==> src/rtl/store_buffer.sv <==
// ---------------------------------------------------------------------------
// store_buffer
//
// Accepts SB/SH/SW stores from the MEM stage. Each store's data is replicated
// onto the 32-bit bus and given byte strobes. Accepted stores wait in a
// small in-order FIFO and drain to data memory over a valid/ready handshake.
// A load whose word address matches any pending store raises ld_hazard, so
// the hazard unit can stall that load until the store has drained.
//
// Handshakes (strict valid/ready):
//   Store side: a store is taken on a rising edge when st_valid is high,
//   st_type != 00, st_ready is high and the address is aligned for the
//   access size. st_ready depends only on the registered count.
//   Memory side: the head entry transfers on a rising edge when mem_wvalid
//   and mem_wready are both high. While mem_wvalid is high and mem_wready is
//   low, mem_waddr/mem_wdata/mem_wstrb are held stable.
//
// Ports:
//   clk, rst        clock; asynchronous active-high reset
//   st_valid        store request this cycle
//   st_type         00 none, 01 SB, 10 SH, 11 SW
//   st_addr         byte address of the store
//   st_data         unaligned rs2 value
//   st_ready        room for one more entry (count < DEPTH)
//   ld_check_addr   byte address of the load currently in MEM
//   ld_hazard       a valid entry shares ld_check_addr's word address
//   mem_wvalid      head entry presented to memory
//   mem_waddr       word-aligned head address (0 when empty)
//   mem_wdata       aligned head data (0 when empty)
//   mem_wstrb       head byte enables, bit i covers wdata[8i+7:8i]
//   mem_wready      memory accepts the head entry
//   misalign        one-cycle pulse after a rejected misaligned store
//   count           number of valid entries
// ---------------------------------------------------------------------------
module store_buffer #(
    parameter int DEPTH = 4
) (
    input  logic                     clk,
    input  logic                     rst,
    input  logic                     st_valid,
    input  logic [1:0]               st_type,
    input  logic [31:0]              st_addr,
    input  logic [31:0]              st_data,
    output logic                     st_ready,
    input  logic [31:0]              ld_check_addr,
    output logic                     ld_hazard,
    output logic                     mem_wvalid,
    output logic [31:0]              mem_waddr,
    output logic [31:0]              mem_wdata,
    output logic [3:0]               mem_wstrb,
    input  logic                     mem_wready,
    output logic                     misalign,
    output logic [$clog2(DEPTH):0]   count
);

    localparam int PW = $clog2(DEPTH);
    localparam int CW = PW + 1;
    localparam logic [CW-1:0] FULL_COUNT = CW'(DEPTH);

    localparam logic [1:0] ST_NONE = 2'b00;
    localparam logic [1:0] ST_SB   = 2'b01;
    localparam logic [1:0] ST_SH   = 2'b10;
    localparam logic [1:0] ST_SW   = 2'b11;

    // -----------------------------------------------------------------------
    // Entry storage. Addresses are kept as word addresses only; the byte
    // offset is fully captured by the strobes.
    // -----------------------------------------------------------------------
    logic [29:0]      addr_q [DEPTH];
    logic [31:0]      data_q [DEPTH];
    logic [3:0]       strb_q [DEPTH];
    logic [DEPTH-1:0] valid_q;

    logic [PW-1:0]    wr_ptr;
    logic [PW-1:0]    rd_ptr;
    logic [CW-1:0]    count_q;

    // -----------------------------------------------------------------------
    // Store decode: alignment check and bus encoding
    // -----------------------------------------------------------------------
    logic        st_aligned;
    logic [31:0] enc_data;
    logic [3:0]  enc_strb;

    always_comb begin
        st_aligned = 1'b1;
        enc_data   = 32'h0;
        enc_strb   = 4'h0;
        case (st_type)
            ST_SB: begin
                enc_data = {4{st_data[7:0]}};
                enc_strb = 4'b0001 << st_addr[1:0];
            end
            ST_SH: begin
                st_aligned = ~st_addr[0];
                enc_data   = {2{st_data[15:0]}};
                enc_strb   = 4'b0011 << st_addr[1:0];
            end
            ST_SW: begin
                st_aligned = (st_addr[1:0] == 2'b00);
                enc_data   = st_data;
                enc_strb   = 4'b1111;
            end
            default: begin
                st_aligned = 1'b1;
                enc_data   = 32'h0;
                enc_strb   = 4'h0;
            end
        endcase
    end

    // -----------------------------------------------------------------------
    // Handshake qualification
    // -----------------------------------------------------------------------
    logic st_req;
    logic do_push;
    logic do_pop;
    logic bad_store;

    // st_ready is low at full even if the head drains this same cycle; there
    // is deliberately no pass-through so st_ready never sees mem_wready.
    assign st_ready   = (count_q != FULL_COUNT);
    assign mem_wvalid = (count_q != '0);

    assign st_req    = st_valid && (st_type != ST_NONE);
    assign do_push   = st_req && st_aligned && st_ready;
    assign bad_store = st_req && !st_aligned;
    assign do_pop    = mem_wvalid && mem_wready;

    // -----------------------------------------------------------------------
    // Control state: pointers, count, valid bits, misalign pulse
    // -----------------------------------------------------------------------
    always_ff @(posedge clk or posedge rst) begin
        if (rst) begin
            wr_ptr   <= '0;
            rd_ptr   <= '0;
            count_q  <= '0;
            valid_q  <= '0;
            misalign <= 1'b0;
        end else begin
            misalign <= bad_store;

            if (do_push) begin
                wr_ptr <= wr_ptr + PW'(1);
            end
            if (do_pop) begin
                rd_ptr <= rd_ptr + PW'(1);
            end

            case ({do_push, do_pop})
                2'b10:   count_q <= count_q + CW'(1);
                2'b01:   count_q <= count_q - CW'(1);
                default: count_q <= count_q;
            endcase

            // A push and a pop never target the same slot: equal pointers
            // mean empty (no pop) or full (no push).
            for (int i = 0; i < DEPTH; i++) begin
                if (do_pop && (rd_ptr == PW'(i))) begin
                    valid_q[i] <= 1'b0;
                end
                if (do_push && (wr_ptr == PW'(i))) begin
                    valid_q[i] <= 1'b1;
                end
            end
        end
    end

    // Payload needs no reset: it is only observed through valid_q / count.
    always_ff @(posedge clk) begin
        if (do_push) begin
            addr_q[wr_ptr] <= st_addr[31:2];
            data_q[wr_ptr] <= enc_data;
            strb_q[wr_ptr] <= enc_strb;
        end
    end

    // -----------------------------------------------------------------------
    // Head presentation, zeroed while empty
    // -----------------------------------------------------------------------
    always_comb begin
        mem_waddr = 32'h0;
        mem_wdata = 32'h0;
        mem_wstrb = 4'h0;
        if (mem_wvalid) begin
            mem_waddr = {addr_q[rd_ptr], 2'b00};
            mem_wdata = data_q[rd_ptr];
            mem_wstrb = strb_q[rd_ptr];
        end
    end

    // -----------------------------------------------------------------------
    // Load hazard: only registered valid entries are compared, so a store
    // being pushed this cycle is ignored and one being popped still counts.
    // -----------------------------------------------------------------------
    always_comb begin
        ld_hazard = 1'b0;
        for (int i = 0; i < DEPTH; i++) begin
            if (valid_q[i] && (addr_q[i] == ld_check_addr[31:2])) begin
                ld_hazard = 1'b1;
            end
        end
    end

    // The load's byte offset is irrelevant to a word-granular hazard.
    logic unused_ld_offset;
    assign unused_ld_offset = ^ld_check_addr[1:0];

    assign count = count_q;

endmodule
==> config.mk <==
export PLATFORM = sky130hd
export DESIGN_NAME = store_buffer
export DESIGN_NICKNAME = d
export VERILOG_FILES = /design/src/rtl/store_buffer.sv
export SDC_FILE = /design/constraint.sdc
export NUM_CORES = 1
export LEC_CHECK = 0
export ABC_CLOCK_PERIOD_IN_PS = 2820
export BUFFER_PORTS_ARGS = -buffer_cell sky130_fd_sc_hd__buf_2
export CAP_MARGIN = 20
export CORE_MARGIN = 2
export CORE_UTILIZATION = 25
export CTS_BUF_LIST = sky130_fd_sc_hd__clkbuf_4
export DETAILED_ROUTE_END_ITERATION = 6
export GPL_TIMING_DRIVEN = 0
export PLACE_DENSITY_LB_ADDON = 0.3
export SKIP_CTS_REPAIR_TIMING = 1
export SLEW_MARGIN = 10
export SYNTH_ARGS = -nofsm -noshare
export SYNTH_HDL_FRONTEND = slang
export SYNTH_SLANG_ARGS = --single-unit
==> constraint.sdc <==
create_clock -name clk -period 2.82 [get_ports clk]
set_input_delay 0.564 -clock clk [delete_from_list [all_inputs] [get_ports clk]]
set_output_delay 0.564 -clock clk [all_outputs]
set_load 0.05 [all_outputs]
==> results of run 1 <==
registers in the layout (all words and copies together), names as in the netlist:
register  flops
addr_q      120
strb_q       16
wr_ptr        2
data_q      128
misalign      1
count         3
rd_ptr        2
valid_q       4
kinds of logic (layout without fill, tap and decap cells):
kind of cell               after synthesis  count (layout)  synth area share [%]
AOI/OAI and AO/OA                       44              44                 2.332
xor gates and xnor gates               125             125                 8.719
adders and majority gates               15              15                 1.554
buffers and inverters                   61             390                 2.551
DFF                                    276             276                 65.52
muxes                                   68              68                 12.01
other                                    1               6               0.02986
and+or+nand+nor                        157             157                 7.284
power by group through the flow:
stage | clock (mW) | combinational (mW) | sequential [mW]
after CTS | 3.92 | 7.21 | 5.27
after global routing | 4.13 | 8.86 | 5.32
after global placement | 0 | 7.11 | 5.37
after detailed placement | 0 | 7.19 | 5.35
final | 3.79 | 8.40 | 5.27
after floorplan | 0 | 5.16 | 5.36
cells in the final DEF, fill, tap and decap left out, drive strengths merged, types with 3 or more instances in the layout:
| cell type | Yosys | routed |
|---|---|---|
| edfxtp | 264 | 264 |
| a22o | 12 | 12 |
| nor4 | 16 | 16 |
| clkinv | 0 | 19 |
| buf | 20 | 183 |
| a22oi | 8 | 8 |
| dfrtp | 12 | 12 |
| a31oi | 3 | 3 |
| diode | 0 | 4 |
| mux4 | 66 | 66 |
| clkbuf | 28 | 142 |
| dlygate4sd3 | 0 | 26 |
| xor2 | 46 | 46 |
| ha | 14 | 14 |
| xnor2 | 79 | 79 |
| nor2 | 8 | 8 |
| and2 | 79 | 79 |
| inv | 13 | 14 |
| bufinv | 0 | 4 |
| nand2 | 21 | 21 |
| nand4 | 25 | 25 |
| a21oi | 18 | 18 |
metal layers:
layer	up-vias	share of wire (%)	track usage, %
li1	3465	-	-
met1	3806	42	17.03
met2	268	50	22.37
met3	34	7.2	4.513
met4	2	1.2	4.065
met5	-	0.019	0
stage by stage:
stage	setup TNS [ps]	total power, mW	cell area (um^2)	hold slack (ps)	setup WS [ps]
4_1_cts	-49230	16.40	15320	-183.5	-1050
3_5_place_dp	-39220	12.54	14310	517.7	-279.1
6_report	-11520	17.47	16320	74.84	-228.1
3_3_place_gp	-283750	12.48	14200	506.1	-1100
5_1_grt	-21960	18.31	16310	2.642	-372.0
2_1_floorplan	-497.7	10.52	12570	428.7	-1.885
critical path, cell delays in order, from the launching register on:
cell and delay (ps):
dfrtp_1 390, buf_6 180, buf_12 160, clkbuf_16 160
mux4_2 520, and2_4 180, buf_6 140
worst paths after layout:
check	endpoint	slack (ps)	cells after the start	from
setup / recovery	mem_waddr[8]	-230	6	rd_ptr[0]$_DFFE_PP0P_
hold / removal	misalign$_DFF_PP0_	70	2	st_valid
setup reg to reg	count[2]$_DFFE_PP0P_	340	11	count[1]$_DFFE_PP0P_
hold reg to reg	count[0]$_DFFE_PP0P_	530	1	count[0]$_DFFE_PP0P_
max in group asynchronous	rd_ptr[1]$_DFFE_PP0P_	1870	3	rst
min in group asynchronous	valid_q[2]$_DFFE_PP0P_	440	3	rst
area by class of cell:
| cell class | count | area [um^2] | share of cell area (%) |
|---|---|---|---|
| buffer | 48 | 330.3 | 2.024 |
| timing repair buffer | 197 | 1588 | 9.731 |
| inverter | 13 | 48.80 | 0.2991 |
| clock buffer | 106 | 795.8 | 4.877 |
| clock inverter | 26 | 216.5 | 1.327 |
| tap | 672 | 840.8 | 5.153 |
| sequential | 276 | 8229 | 50.43 |
| multi-input combinational | 411 | 4258 | 26.09 |
| antenna | 4 | 10.01 | 0.06134 |
==> parameters.txt, run 1 <==
Parameter                              Value

Yosys
  Count of different cell masters after synthesis ... 36
  Number of synthesized flops with an enable pin ... 264
  Share of synthesized area occupied by flip-flops and latches ... 65.52%
  Top post-synthesis cells by area ... edfxtp_1 63%, mux4_2 12%, xnor2_1 5.5%
  Mapped Area ... 0.01256 mm^2
  Yosys top cell area share ... 63.13%
  Library cell with the largest summed area after synthesis ... edfxtp_1
  FF+latch count, synth ... 276
  Synthesized instance count ... 747
  Total of warnings raised by yosys ... 0
  Most frequently used cell type in the post-synthesis netlist ... edfxtp_1
  Async SR Flop Fraction ... 4.348%
  Post-Syn Area per Cell ... 16.81 um^2
  Top cells by count, synth ... 264 x edfxtp_1, 79 x and2_1, 79 x xnor2_1
  Main flop type after synthesis ... edfxtp_1

Route
  DRC violation count after routing ... 0
  Violation count after the first detailed-routing iteration ... 384
  Number of routed nets with antenna violations ... 0
  Total Wirelength ... 36,120 um
  Vias per inst ... 4.321
  Via total after detailed routing ... 7,575
  WL/cell ... 20.61 um
  Iteration count of the initial detailed-routing pass ... 4

Place
  DPL Wire Length ... 25,180 um
  Last weighted congestion value of the routability-driven placer ... 0.8308
  Number of port buffers ... 157
  Number of placed instances, taps included ... 1,581

Run
  Max-cap check violation count ... 0

Clocking
  Number of buffers on the longest clock path ... 3
  CTS root buffer ... clkbuf_4
  Number of clock sinks ... 276
  CTS tree ... done
  Clock transition at the registers of the reported paths ... 70 ps
  Skew-Pair Late Insertion Delay ... 760 ps
  Deepest level of the CTS H-tree ... 3
  Num CTS Buffers ... 77

Final layout
  Synth-to-Final Area Change ... 29.94%
  Fill cell instance count of the final layout ... 5,038
  Fraction of layout cells with a size suffix above 1 ... 41.23%
  Fin util ... 32.72%
  Total number of nets in the final design ... 1,141
  Final instance count without filler cells ... 1,753

Pwr
  Psw ... 6.923 mW
  Switching power share of the total ... 39.64%
  Clk network pwr share ... 21.7%
  Leak ... 5.786 nW
  Proportion of power drawn by flip-flops and latches ... 30.2%
  Power density over cell area ... 1070 mW/mm^2
  Internal portion of total power ... 10.54 mW
  Maximum resistive drop on vdd ... 0.5971 mV
  Comb power frac ... 48.1%

Die
  Total die area ... 0.05204 mm^2
  Die Height ... 228.1 um
  Total core area ... 0.04986 mm^2
  X dimension of the die ... 228.1 um
  Starting density of the core ... 25.18%
  Num rows ... 82
  I/O Pins ... 177

Global route
  Initial antenna violation count ... 2
  Congestion Overflow GR ... 0
  Maximum number of pins on one net before global-route repair ... 43
  First-pass GRT wire length ... 51,510 um
  Number of global-route vias before repair ... 7,819
  Overall global routing resource usage ... 13.61%

STA
  Normalized max-slew margin ... 54.36%
  Worst Max-Slew Pin Slew ... 682.1 ps
  Highest attainable clock frequency ... 328.1 MHz
  Final setup vio count ... 67
  Final hold violation count ... 0
  Final worst path period need ... 3048 ps
  Clk_skew ... 41.86 ps
  Post-route worst setup slack ... -228.1 ps
  Slew Limit Fails ... 0
  Final period util ... 108.1%
  Setup repair after global routing missed its margin ... true

Setup path
  Worst EP required ... 2260 ps
  Crit path kind ... reg -> out
  Crit. End Element ... output port
  Kind of launch point of the worst setup path ... flip-flop
  Worst-path maximum fanout ... 5
  Arrival @ worst endpoint ... 2480 ps

Outcome
  Violated checks ... negative setup slack
  Run status ... finished with violations

Hold path
  Worst hold path class ... in -> reg
No activity file was read; power rests on OpenSTA's default activity.
==> run 2: changes to the inputs <==
--- a/config.mk
+++ b/config.mk
@@ -14,6 +14,7 @@
 export DETAILED_ROUTE_END_ITERATION = 6
 export GPL_TIMING_DRIVEN = 0
 export PLACE_DENSITY_LB_ADDON = 0.3
+export RECOVER_POWER = 100
 export SKIP_CTS_REPAIR_TIMING = 1
 export SLEW_MARGIN = 10
 export SYNTH_ARGS = -nofsm -noshare
==> run 2 against run 1 <==
Effect of this change:
- clock skew decreased by 0.80 ps
- sequential cell count unchanged
- cell count about the same
- critical path depth did not move
- non-clock buffer count unchanged
- global-route usage unchanged
- die area stayed put
- sequential share of layout area increased by 0.17 points
- the flow still finishes with violations (negative setup slack)
- largest cell class unchanged
- fmax hardly changed
- register-to-register slack worse by 260 ps
- worst setup slack worse by 1.1 ps
- worst hold slack is essentially flat
==> parameters.txt, run 2 (synthesis gave the netlist of run 1 again) <==
Parameter                              Value

Hold path
  Min-Delay Startpoint ... st_valid
  Worst hold path class ... in -> reg

Global route
  Number of global-route vias before repair ... 7,819
  Congestion Overflow GR ... 0
  Initial antenna violation count ... 2
  Overall global routing resource usage ... 13.61%
  First-pass GRT wire length ... 51,510 um
  Maximum number of pins on one net before global-route repair ... 43

Place
  Number of port buffers ... 157
  Area after DPL ... 0.01431 mm^2
  Last weighted congestion value of the routability-driven placer ... 0.8308
  DPL Wire Length ... 25,180 um
  Pre-CTS setup slack ... -279.1 ps
  Number of placed instances, taps included ... 1,581

Die
  I/O Pins ... 177
  Num rows ... 82
  Total die area ... 0.05204 mm^2
  Starting density of the core ... 25.18%
  X dimension of the die ... 228.1 um
  Total core area ... 0.04986 mm^2
  Die Height ... 228.1 um

Final layout
  Total number of nets in the final design ... 1,141
  Fill cell instance count of the final layout ... 5,058
  Fraction of layout cells with a size suffix above 1 ... 37.60%
  Most frequent cells in the layout ... 264 x edfxtp_1, 111 x clkbuf_4, 83 x buf_2
  Fin util ... 32.62%
  Flip-flop count of the largest register, all copies and words added ... 128
  Leading cell type in the layout, fill and taps excluded ... edfxtp_1
  Final instance count without filler cells ... 1,752
  Largest registers ... data_q x128, addr_q x120, strb_q x16
  Synth-to-Final Area Change ... 29.51%
  Register with the most flip-flops ... data_q
  Final design instance area without fill ... 0.01626 mm^2

STA
  Normalized max-slew margin ... 54.55%
  Slew Limit Fails ... 0
  Worst Max-Slew Pin Slew ... 684.7 ps
  Final hold violation count ... 0
  Highest attainable clock frequency ... 328.0 MHz
  Final worst path period need ... 3049 ps
  Clk_skew ... 41.06 ps
  Setup repair after global routing missed its margin ... true
  Final setup vio count ... 67
  Post-route worst setup slack ... -229.2 ps
  Final period util ... 108.1%

Setup path
  Beginning of the worst register-to-register path ... count[0]$_DFFE_PP0P_
  Crit-path slowest cell ... mux4_2
  Cells along the critical path ... buf_6, buf_12, clkbuf_16, mux4_2, and2_4, buf_6
  CP dominant cell by count ... buf_6
  Buffers and inverters on the worst path ... 4
  Kind of launch point of the worst setup path ... flip-flop
  Maximum single-stage delay on the critical path ... 500 ps
  Crit path kind ... reg -> out
  Worst-path maximum fanout ... 5
  Startpoint of the worst setup timing path ... rd_ptr[0]$_DFFE_PP0P_
  Crit path max-delay family ... buffers and inverters
  Worst EP required ... 2260 ps
  Crit. End Element ... output port
  Arrival @ worst endpoint ... 2490 ps

Route
  Number of routed nets with antenna violations ... 0
  DRC violation count after routing ... 0
  WL/cell ... 20.60 um
  Violation count after the first detailed-routing iteration ... 393
  Via total after detailed routing ... 7,559
  Vias per inst ... 4.314
  Iteration count of the initial detailed-routing pass ... 4
  Total Wirelength ... 36,090 um

Outcome
  Violated checks ... negative setup slack
  Run status ... finished with violations

Pwr
  Maximum resistive drop on vdd ... 0.5997 mV
  Leak ... 5.678 nW
  Power density over cell area ... 1073 mW/mm^2

Clocking
  Skew-Pair Late Insertion Delay ... 760 ps
  CTS tree ... done
  CTS root buffer ... clkbuf_4
  Deepest level of the CTS H-tree ... 3
  Clock transition at the registers of the reported paths ... 70 ps
  Num CTS Buffers ... 77
  Number of clock sinks ... 276
  Number of buffers on the longest clock path ... 3

Run
  Max-cap check violation count ... 0
[run 2: cell types whose count changed in the layout (fill, tap and decap cells not counted), sizes merged]
cell / before / now
clkbuf: 142 / 180
buf: 183 / 145
diode: 4 / 3
[run 2: report_power, final]
| group | internal, mW | switching, mW |
|---|---|---|
| Combinational | 3.38 | 5.01 |
| Clock | 2.11 | 1.69 |
| Sequential | 5.04 | 0.225 |
[run 2: per-layer routing]
metal	global-route usage [%]	share of wire [%]	up-vias
met5	0	0.019	-
met4	4.065	1.3	2
met3	4.513	6.7	34
met2	22.37	50	262
met1	17.03	42	3801
li1	-	-	3460
[run 2: final timing paths]
check / endpoint / slack, ps / depth (start not counted)
worst max-delay path: mem_waddr[25] / -230 / 6
min in group asynchronous: valid_q[2]$_DFFE_PP0P_ / 440 / 3
worst min-delay path: misalign$_DFF_PP0_ / 70 / 2
worst max register to register: data_q[0][23]$_DFFE_PP_ / 80 / 6
worst min register to register: count[2]$_DFFE_PP0P_ / 520 / 1
max in group asynchronous: rd_ptr[1]$_DFFE_PP0P_ / 1870 / 3
[run 2: final cells by class]
cell class | instances | area (um^2) | share of cell area, %
clock inverter | 26 | 216.5 | 1.331
sequential | 276 | 8229 | 50.60
antenna | 3 | 7.507 | 0.04616
clock buffer | 106 | 795.8 | 4.893
tap | 672 | 840.8 | 5.170
timing repair buffer | 197 | 1543 | 9.486
buffer | 48 | 329.1 | 2.023
inverter | 13 | 48.80 | 0.3000
multi-input combinational | 411 | 4253 | 26.15
[run 2: worst register-to-register path, delay by kind of cell (launching register included)]
family / cells / cell delay, ps
simple gates: 3 / 1180
flops: 1 / 410
buf+inv: 3 / 800
[run 2: metrics by stage]
stage	power (mW)	hold slack [ps]	TNS, ps
6_report	17.45	74.61	-11480
5_1_grt	18.29	7.261	-39180
4_1_cts	16.40	-183.5	-49230
3_5_place_dp	12.54	517.7	-39220
3_3_place_gp	12.48	506.1	-283750
2_1_floorplan	10.52	428.7	-497.7
